### src/rtl/divider_seq.sv
// -----------------------------------------------------------------------------
// divider_seq -- sequential signed restoring divider
//
// Divides a 2N-bit signed dividend by an N-bit signed divisor. The quotient is
// truncated toward zero and the remainder takes the sign of the dividend, so
// dividend = quotient*divisor + remainder. The divider runs one restoring
// iteration per clock on operand magnitudes, then spends one cycle applying
// signs and saturating. Latency from a sampled start to ready is 2N+1 edges,
// independent of operand values.
//
// Ports
//   clk          rising-edge clock
//   rst          synchronous active-high reset, priority over start
//   start        loads operands and (re)starts a division at any time
//   dividend     2N-bit signed dividend
//   divisor      N-bit signed divisor
//   quotient     N-bit signed quotient, saturated on overflow or divide-by-zero
//   remainder    N-bit signed remainder
//   overflow     true quotient does not fit N bits signed
//   div_by_zero  divisor was zero
//   ready        high when idle or done; outputs are valid only while high
// -----------------------------------------------------------------------------
module divider_seq #(
    parameter int N = 8
) (
    input  logic                  clk,
    input  logic                  rst,
    input  logic                  start,
    input  logic signed [2*N-1:0] dividend,
    input  logic signed [N-1:0]   divisor,
    output logic signed [N-1:0]   quotient,
    output logic signed [N-1:0]   remainder,
    output logic                  overflow,
    output logic                  div_by_zero,
    output logic                  ready
);

    localparam int CW = $clog2(2 * N);

    localparam logic [1:0] S_IDLE = 2'd0;
    localparam logic [1:0] S_DIV  = 2'd1;
    localparam logic [1:0] S_FIX  = 2'd2;
    localparam logic [1:0] S_DONE = 2'd3;

    // Largest quotient magnitudes representable for a positive / negative result.
    localparam logic [2*N-1:0] POS_LIM = (2*N)'((1 << (N - 1)) - 1);
    localparam logic [2*N-1:0] NEG_LIM = (2*N)'(1 << (N - 1));

    localparam logic signed [N-1:0] Q_MAX = {1'b0, {(N-1){1'b1}}};
    localparam logic signed [N-1:0] Q_MIN = {1'b1, {(N-1){1'b0}}};

    logic [1:0]     state;
    logic [CW-1:0]  cnt;
    logic           sign_dvd;
    logic           sign_dsor;
    logic [N-1:0]   dsor_mag;
    // Dividend magnitude shifts out of the top while quotient bits shift in at
    // the bottom; after 2N iterations it holds the quotient magnitude.
    logic [2*N-1:0] dvd_sh;
    logic [N:0]     prem;

    // Operand magnitudes. Negating the most negative value wraps to the same
    // bit pattern, which is the correct unsigned magnitude.
    logic [2*N-1:0] dvd_abs;
    logic [N-1:0]   dsor_abs;

    // One restoring step, with one spare bit so the compare never truncates.
    logic [N+1:0]   prem_shift;
    logic [N+1:0]   dsor_ext;
    logic           q_bit;

    // Sign fix-up and saturation, consumed in FIX.
    logic           res_neg;
    logic           ovf_cond;
    logic [N-1:0]   rmag;
    logic signed [N-1:0] rem_signed;
    logic signed [N-1:0] quot_trunc;

    assign ready = (state == S_IDLE) || (state == S_DONE);

    // NOTE: every always_comb output gets a default first so no path can leave
    // it unassigned and infer a latch.
    always_comb begin
        dvd_abs    = dividend[2*N-1] ? (2*N)'(-dividend) : dividend;
        dsor_abs   = divisor[N-1]    ? N'(-divisor)      : divisor;

        prem_shift = {prem, dvd_sh[2*N-1]};
        dsor_ext   = {2'b00, dsor_mag};
        q_bit      = (prem_shift >= dsor_ext);

        res_neg    = sign_dvd ^ sign_dsor;
        ovf_cond   = res_neg ? (dvd_sh > NEG_LIM) : (dvd_sh > POS_LIM);
        rmag       = prem[N-1:0];
        rem_signed = sign_dvd ? N'(-rmag) : rmag;
        quot_trunc = res_neg ? N'(-dvd_sh[N-1:0]) : dvd_sh[N-1:0];
    end

    // NOTE: sequential state uses non-blocking assignments so every register
    // samples pre-edge values regardless of statement order.
    always_ff @(posedge clk) begin
        if (rst) begin
            state       <= S_IDLE;
            cnt         <= '0;
            sign_dvd    <= 1'b0;
            sign_dsor   <= 1'b0;
            dsor_mag    <= '0;
            dvd_sh      <= '0;
            prem        <= '0;
            quotient    <= '0;
            remainder   <= '0;
            overflow    <= 1'b0;
            div_by_zero <= 1'b0;
        end else if (start) begin
            sign_dvd  <= dividend[2*N-1];
            sign_dsor <= divisor[N-1];
            dvd_sh    <= dvd_abs;
            dsor_mag  <= dsor_abs;
            prem      <= '0;
            cnt       <= '0;
            state     <= S_DIV;
        end else begin
            case (state)
                S_DIV: begin
                    dvd_sh <= {dvd_sh[2*N-2:0], q_bit};
                    prem   <= (N+1)'(q_bit ? (prem_shift - dsor_ext) : prem_shift);
                    cnt    <= cnt + 1'b1;
                    if (cnt == CW'(2 * N - 1)) begin
                        state <= S_FIX;
                    end
                end
                S_FIX: begin
                    if (dsor_mag == '0) begin
                        div_by_zero <= 1'b1;
                        overflow    <= 1'b0;
                        remainder   <= '0;
                        quotient    <= sign_dvd ? Q_MIN : Q_MAX;
                    end else if (ovf_cond) begin
                        div_by_zero <= 1'b0;
                        overflow    <= 1'b1;
                        remainder   <= rem_signed;
                        quotient    <= res_neg ? Q_MIN : Q_MAX;
                    end else begin
                        div_by_zero <= 1'b0;
                        overflow    <= 1'b0;
                        remainder   <= rem_signed;
                        quotient    <= quot_trunc;
                    end
                    state <= S_DONE;
                end
                default: begin
                    // IDLE and DONE hold everything until the next start.
                end
            endcase
        end
    end

endmodule
### config.mk
export PLATFORM = sky130hd
export DESIGN_NAME = divider_seq
export DESIGN_NICKNAME = d
export VERILOG_FILES = /design/src/rtl/divider_seq.sv
export SDC_FILE = /design/constraint.sdc
export NUM_CORES = 1
export LEC_CHECK = 0
export BUFFER_PORTS_ARGS = -buffer_cell sky130_fd_sc_hd__clkbuf_2
export CORE_MARGIN = 2
export CORE_UTILIZATION = 45
export DETAILED_ROUTE_END_ITERATION = 8
export GPL_ROUTABILITY_DRIVEN = 0
export PLACE_DENSITY = 0.67
export SLEW_MARGIN = 10
export SYNTH_ARGS = -nofsm -noshare
export SYNTH_HDL_FRONTEND = slang
export SYNTH_SLANG_ARGS = --single-unit
export TNS_END_PERCENT = 1
### constraint.sdc
create_clock -name clk -period 2.4 [get_ports clk]
set_input_delay 0.48 -clock clk [delete_from_list [all_inputs] [get_ports clk]]
set_output_delay 0.48 -clock clk [all_outputs]
set_load 0.05 [all_outputs]
==> flow_summary_export.csv <==
group,metric,value,unit
clocking,holdBufCountCts,0,
timing,grt_setup_unrepaired,"false",
hold_path,min-delay-start,"dividend[5]",
grt,overflow,0,
clocking,tritoncts,"yes",
critical_path,critical_path.startpoint_type,"flip-flop",
pwr,power_density,588.4,nW/um^2
timing,report.final.slew_viol_count,0,
timing,timing.final.ws_setup,0.05078,ns
critical_path,ff2ff_setup_slack,0.05,ns
synth,synth_top_cells_by_area,"sky130_fd_sc_hd__dfxtp_1, sky130_fd_sc_hd__a211oi_1, sky130_fd_sc_hd__ha_1, sky130_fd_sc_hd__xor2_1, sky130_fd_sc_hd__nor2_1",
critical_path,worst_path_max_delay_cell,"sky130_fd_sc_hd__a2111oi_1",
critical_path,critical-path-max-stage-delay,0.45,ns
clocking,ctsRootBufferMaster,"sky130_fd_sc_hd__clkbuf_8",
floorplanning,boundaryPins,46,
hold_path,timing.hold.worst.class,"in -> reg",
critical_path,crit_required,2.61,ns
routing,wl_per_cell,14.36,um
floorplanning,core.rowCount,33,
timing,min_period,2.349,ns
synth,asyncSetResetFlopFracSynth,0,%
routing,routed_wire_length,8819,um
critical_path,critPathArrivalTime,2.56,ns
clocking,cts-root-to-sink-buffers,2,
timing,fin_crit_sh,97.88,%
timing,finalSetupTns,0,ns
routing,via_per_inst,5.674,
synth,postSynthAreaPerCell,8.125,sq um
critical_path,timing.rr.start,"dsor_mag[7]$_SDFFE_PP0P_",
final_layout,flip_flop_and_latch_area,1181,sq um
critical_path,reg2reg_to,"prem[6]$_SDFFE_PP0P_",
pwr,power.ir.vdd_worst,0.2984,mV
placed_design,port-buffer-count,45,
synth,synthDistinctLibCells,55,
job,drv.max_cap_violation_count,0,
timing,worst_slew_pin_slew,0.7134,ns
routing,residual_antenna_violating_net_count_after_detailed_routing,0,
routing,detail_route.drc_violations,0,
floorplanning,die_w,95.13,um
grt,wire_length_of_the_first_global_routing_pass,14700,um
final_layout,final_design_area_no_fill,4313,sq um
floorplanning,core_area,8134,sq um
pwr,power.static_leakage,1.715,nW
run_status,run_status,"finished, final reports clean",
clocking,cts_max_level,3,
timing,achievable-frequency,0.4257,GHz
critical_path,crit_chain,"inv_1, ha_1, a2111oi_1, o41ai_1, a31oi_1, clkdlybuf4s15_2, o21bai_1, a31oi_1",
floorplanning,initial_core_util,45.95,%
grt,grtUsageTotal,20.55,%
clocking,tritoncts_num_sinks,59,
placed_design,placedInstanceArea,4106,sq um
placed_design,place_ws,0.09794,ns
placed_design,dpl.cell_count,597,
synth,syn-num-nets,503,
critical_path,worst-path-max-fanout,8,
synth,postSynth.topFlopCell,"sky130_fd_sc_hd__dfxtp_1",
routing,first_pass_iters,5,
timing,slew_headroom,52.10,%
critical_path,timing.critical_path.mode_cell,"sky130_fd_sc_hd__a31oi_1",
routing,vias,3484,
routing,detailedRoute.firstIterationViolations,211,
critical_path,crit_path_end_kind,"flip-flop",
synth,post_synth_instance_area,3737,sq um
placed_design,dpl.hpwl,6475,um
final_layout,final_util,53.02,%
grt,antenna_found_initial,0,
hold_path,hold-path-cell-count,3,
synth,synth_top_cell_by_area,"sky130_fd_sc_hd__dfxtp_1",
timing,hold_viol,0,
final_layout,nNetsFinal,548,
timing,finalSetupViolCount,0,
grt,pin_count_of_the_biggest_net_entering_global_routing,41,
final_layout,area_of_the_multi_input_gates,2367,sq um
hold_path,min_to,"dvd_sh[5]$_SDFFE_PP0N_",
synth,synth_seq_cells,59,
synth,ys.warnings.count,0,
synth,syn-instance-count,460,
clocking,clk_lat_worst_skew,0.34,ns
grt,via_count_of_the_first_global_routing_pass,3106,
synth,seq_area_frac_synth,31.60,%
pwr,power.total,2.538,mW
timing,finClkSkew,0.004289,ns
final_layout,layoutNonFillerInstCount,614,
floorplanning,die_area,9050,sq um
floorplanning,floorplan.die.height,95.13,um
critical_path,timing.reg2reg.worst_path_depth,8,
final_layout,fillCellCount,785,
critical_path,setup.worst_path.class,"reg -> reg",
clocking,cts_inserted_buffers,9,
timing,finalHoldWorstSlack,0.4762,ns
synth,yosysTopAreaCellShare,31.60,%
synth,number_of_enable_flip_flop_cells_after_synthesis,0,
final_layout,area_growth_from_synthesis_to_layout,15.40,%
clocking,cts.reportedPaths.clkPinSlew,0.06,ns
final_layout,n_antenna_cell,0,
final_layout,layout-drive-gt1-share,17.49,%
[layout by cell type (no fill, tap or decap), types with 5 or more instances in the layout]
cell type | Yosys | final
sky130_fd_sc_hd__nor2b_1 | 13 | 13
sky130_fd_sc_hd__xnor2_1 | 13 | 13
sky130_fd_sc_hd__o22ai_1 | 5 | 5
sky130_fd_sc_hd__nand2_1 | 28 | 28
sky130_fd_sc_hd__nor4_1 | 5 | 5
sky130_fd_sc_hd__a211oi_1 | 28 | 27
sky130_fd_sc_hd__buf_4 | 0 | 18
sky130_fd_sc_hd__dfxtp_1 | 59 | 59
sky130_fd_sc_hd__nand2b_1 | 7 | 7
sky130_fd_sc_hd__nor3_1 | 10 | 10
sky130_fd_sc_hd__a22oi_1 | 9 | 9
sky130_fd_sc_hd__nand4_1 | 9 | 9
sky130_fd_sc_hd__o21ai_0 | 24 | 24
sky130_fd_sc_hd__inv_1 | 22 | 22
sky130_fd_sc_hd__nor2_1 | 46 | 46
sky130_fd_sc_hd__ha_1 | 15 | 15
sky130_fd_sc_hd__a21oi_1 | 21 | 21
sky130_fd_sc_hd__a31oi_1 | 11 | 11
sky130_fd_sc_hd__clkbuf_8 | 0 | 12
sky130_fd_sc_hd__mux2i_1 | 14 | 14
sky130_fd_sc_hd__clkbuf_2 | 0 | 45
sky130_fd_sc_hd__xor2_1 | 21 | 21
sky130_fd_sc_hd__nand3_1 | 9 | 9
sky130_fd_sc_hd__o31ai_1 | 9 | 9
[repair_timing]
item	in CTS	in global routing
buffers inserted	0	1
gates resized for setup	0	3
endpoints found under the setup margin	0	3
[worst max path at each step]
stage                     slack [ns]                startpoint                   end
after floorplan                 0.04   dvd_sh[15]$_SDFFE_PP0N_  prem[1]$_SDFFE_PP0P_
after global placement          0.20   dvd_sh[15]$_SDFFE_PP0N_  prem[3]$_SDFFE_PP0P_
after detailed placement         0.1   dvd_sh[15]$_SDFFE_PP0N_  prem[4]$_SDFFE_PP0P_
after CTS                       0.09   dvd_sh[15]$_SDFFE_PP0N_  prem[4]$_SDFFE_PP0P_
after global routing           0.007   dvd_sh[15]$_SDFFE_PP0N_  prem[3]$_SDFFE_PP0P_
final                           0.05  dsor_mag[7]$_SDFFE_PP0P_  prem[6]$_SDFFE_PP0P_
[kinds of logic (layout without fill, tap and decap cells)]
| logic type | after synthesis | after routing | share of synthesized area, % |
|---|---|---|---|
| flip-flops | 59 | 59 | 31.60 |
| XOR/XNOR | 34 | 34 | 7.968 |
| AO/OA/AOI/OAI | 137 | 137 | 25.24 |
| buffers and inverters | 52 | 101 | 5.290 |
| AND/OR/NAND/NOR | 147 | 147 | 20.29 |
| adder cells (fa/ha/maj) | 16 | 16 | 5.557 |
| multiplexers | 15 | 15 | 4.051 |
[layer usage]
layer	vias up	routed length, um	global-route usage, %
met5	-	0	0
met4	0	150	6.401
met3	16	649	5.850
met2	109	3690	29.52
met1	1575	4329	29.55
li1	1784	-	-
[power breakdown]
| group | internal, mW | switching, mW |
|---|---|---|
| registers | 1.02 | 0.0507 |
| clock network | 0.450 | 0.374 |
| logic | 0.278 | 0.362 |
[state kept, by name, indices dropped and copies added (netlist names)]
name,flops
dvd_sh,16
prem,9
dsor_mag,8
quotient,8
remainder,8
cnt,4
state,2
div_by_zero,1
overflow,1
sign_dsor,1
sign_dvd,1
[Yosys cell counts (7+ instances only)]
master	instances
sky130_fd_sc_hd__nor2_1	46
sky130_fd_sc_hd__nand2b_1	7
sky130_fd_sc_hd__a211oi_1	28
sky130_fd_sc_hd__ha_1	15
sky130_fd_sc_hd__o31ai_1	9
sky130_fd_sc_hd__nand2_1	28
sky130_fd_sc_hd__mux2i_1	14
sky130_fd_sc_hd__a21oi_1	21
sky130_fd_sc_hd__dfxtp_1	59
sky130_fd_sc_hd__nor2b_1	13
sky130_fd_sc_hd__nand3_1	9
sky130_fd_sc_hd__a22oi_1	9
sky130_fd_sc_hd__clkbuf_1	25
sky130_fd_sc_hd__a31oi_1	11
sky130_fd_sc_hd__o21ai_0	24
sky130_fd_sc_hd__nor3_1	10
sky130_fd_sc_hd__xnor2_1	13
sky130_fd_sc_hd__xor2_1	21
sky130_fd_sc_hd__inv_1	22
sky130_fd_sc_hd__nand4_1	9
[critical path: cells and delay by family, from the launching register on]
kind / cells / cell delay, ns
compound gates: 5 / 1.16
fa+ha+maj: 1 / 0.39
buf+inv: 2 / 0.36
flops: 1 / 0.32
[layout make-up]
class | instances | share of cell area (%)
Clock inverter | 2 | 0.2321
Clock buffer | 13 | 3.916
Multi-Input combinational cell | 349 | 54.89
Tap cell | 105 | 3.046
Inverter | 22 | 1.915
Sequential cell | 59 | 27.39
Timing Repair Buffer | 64 | 8.616
(Power assumes the default switching activity.)
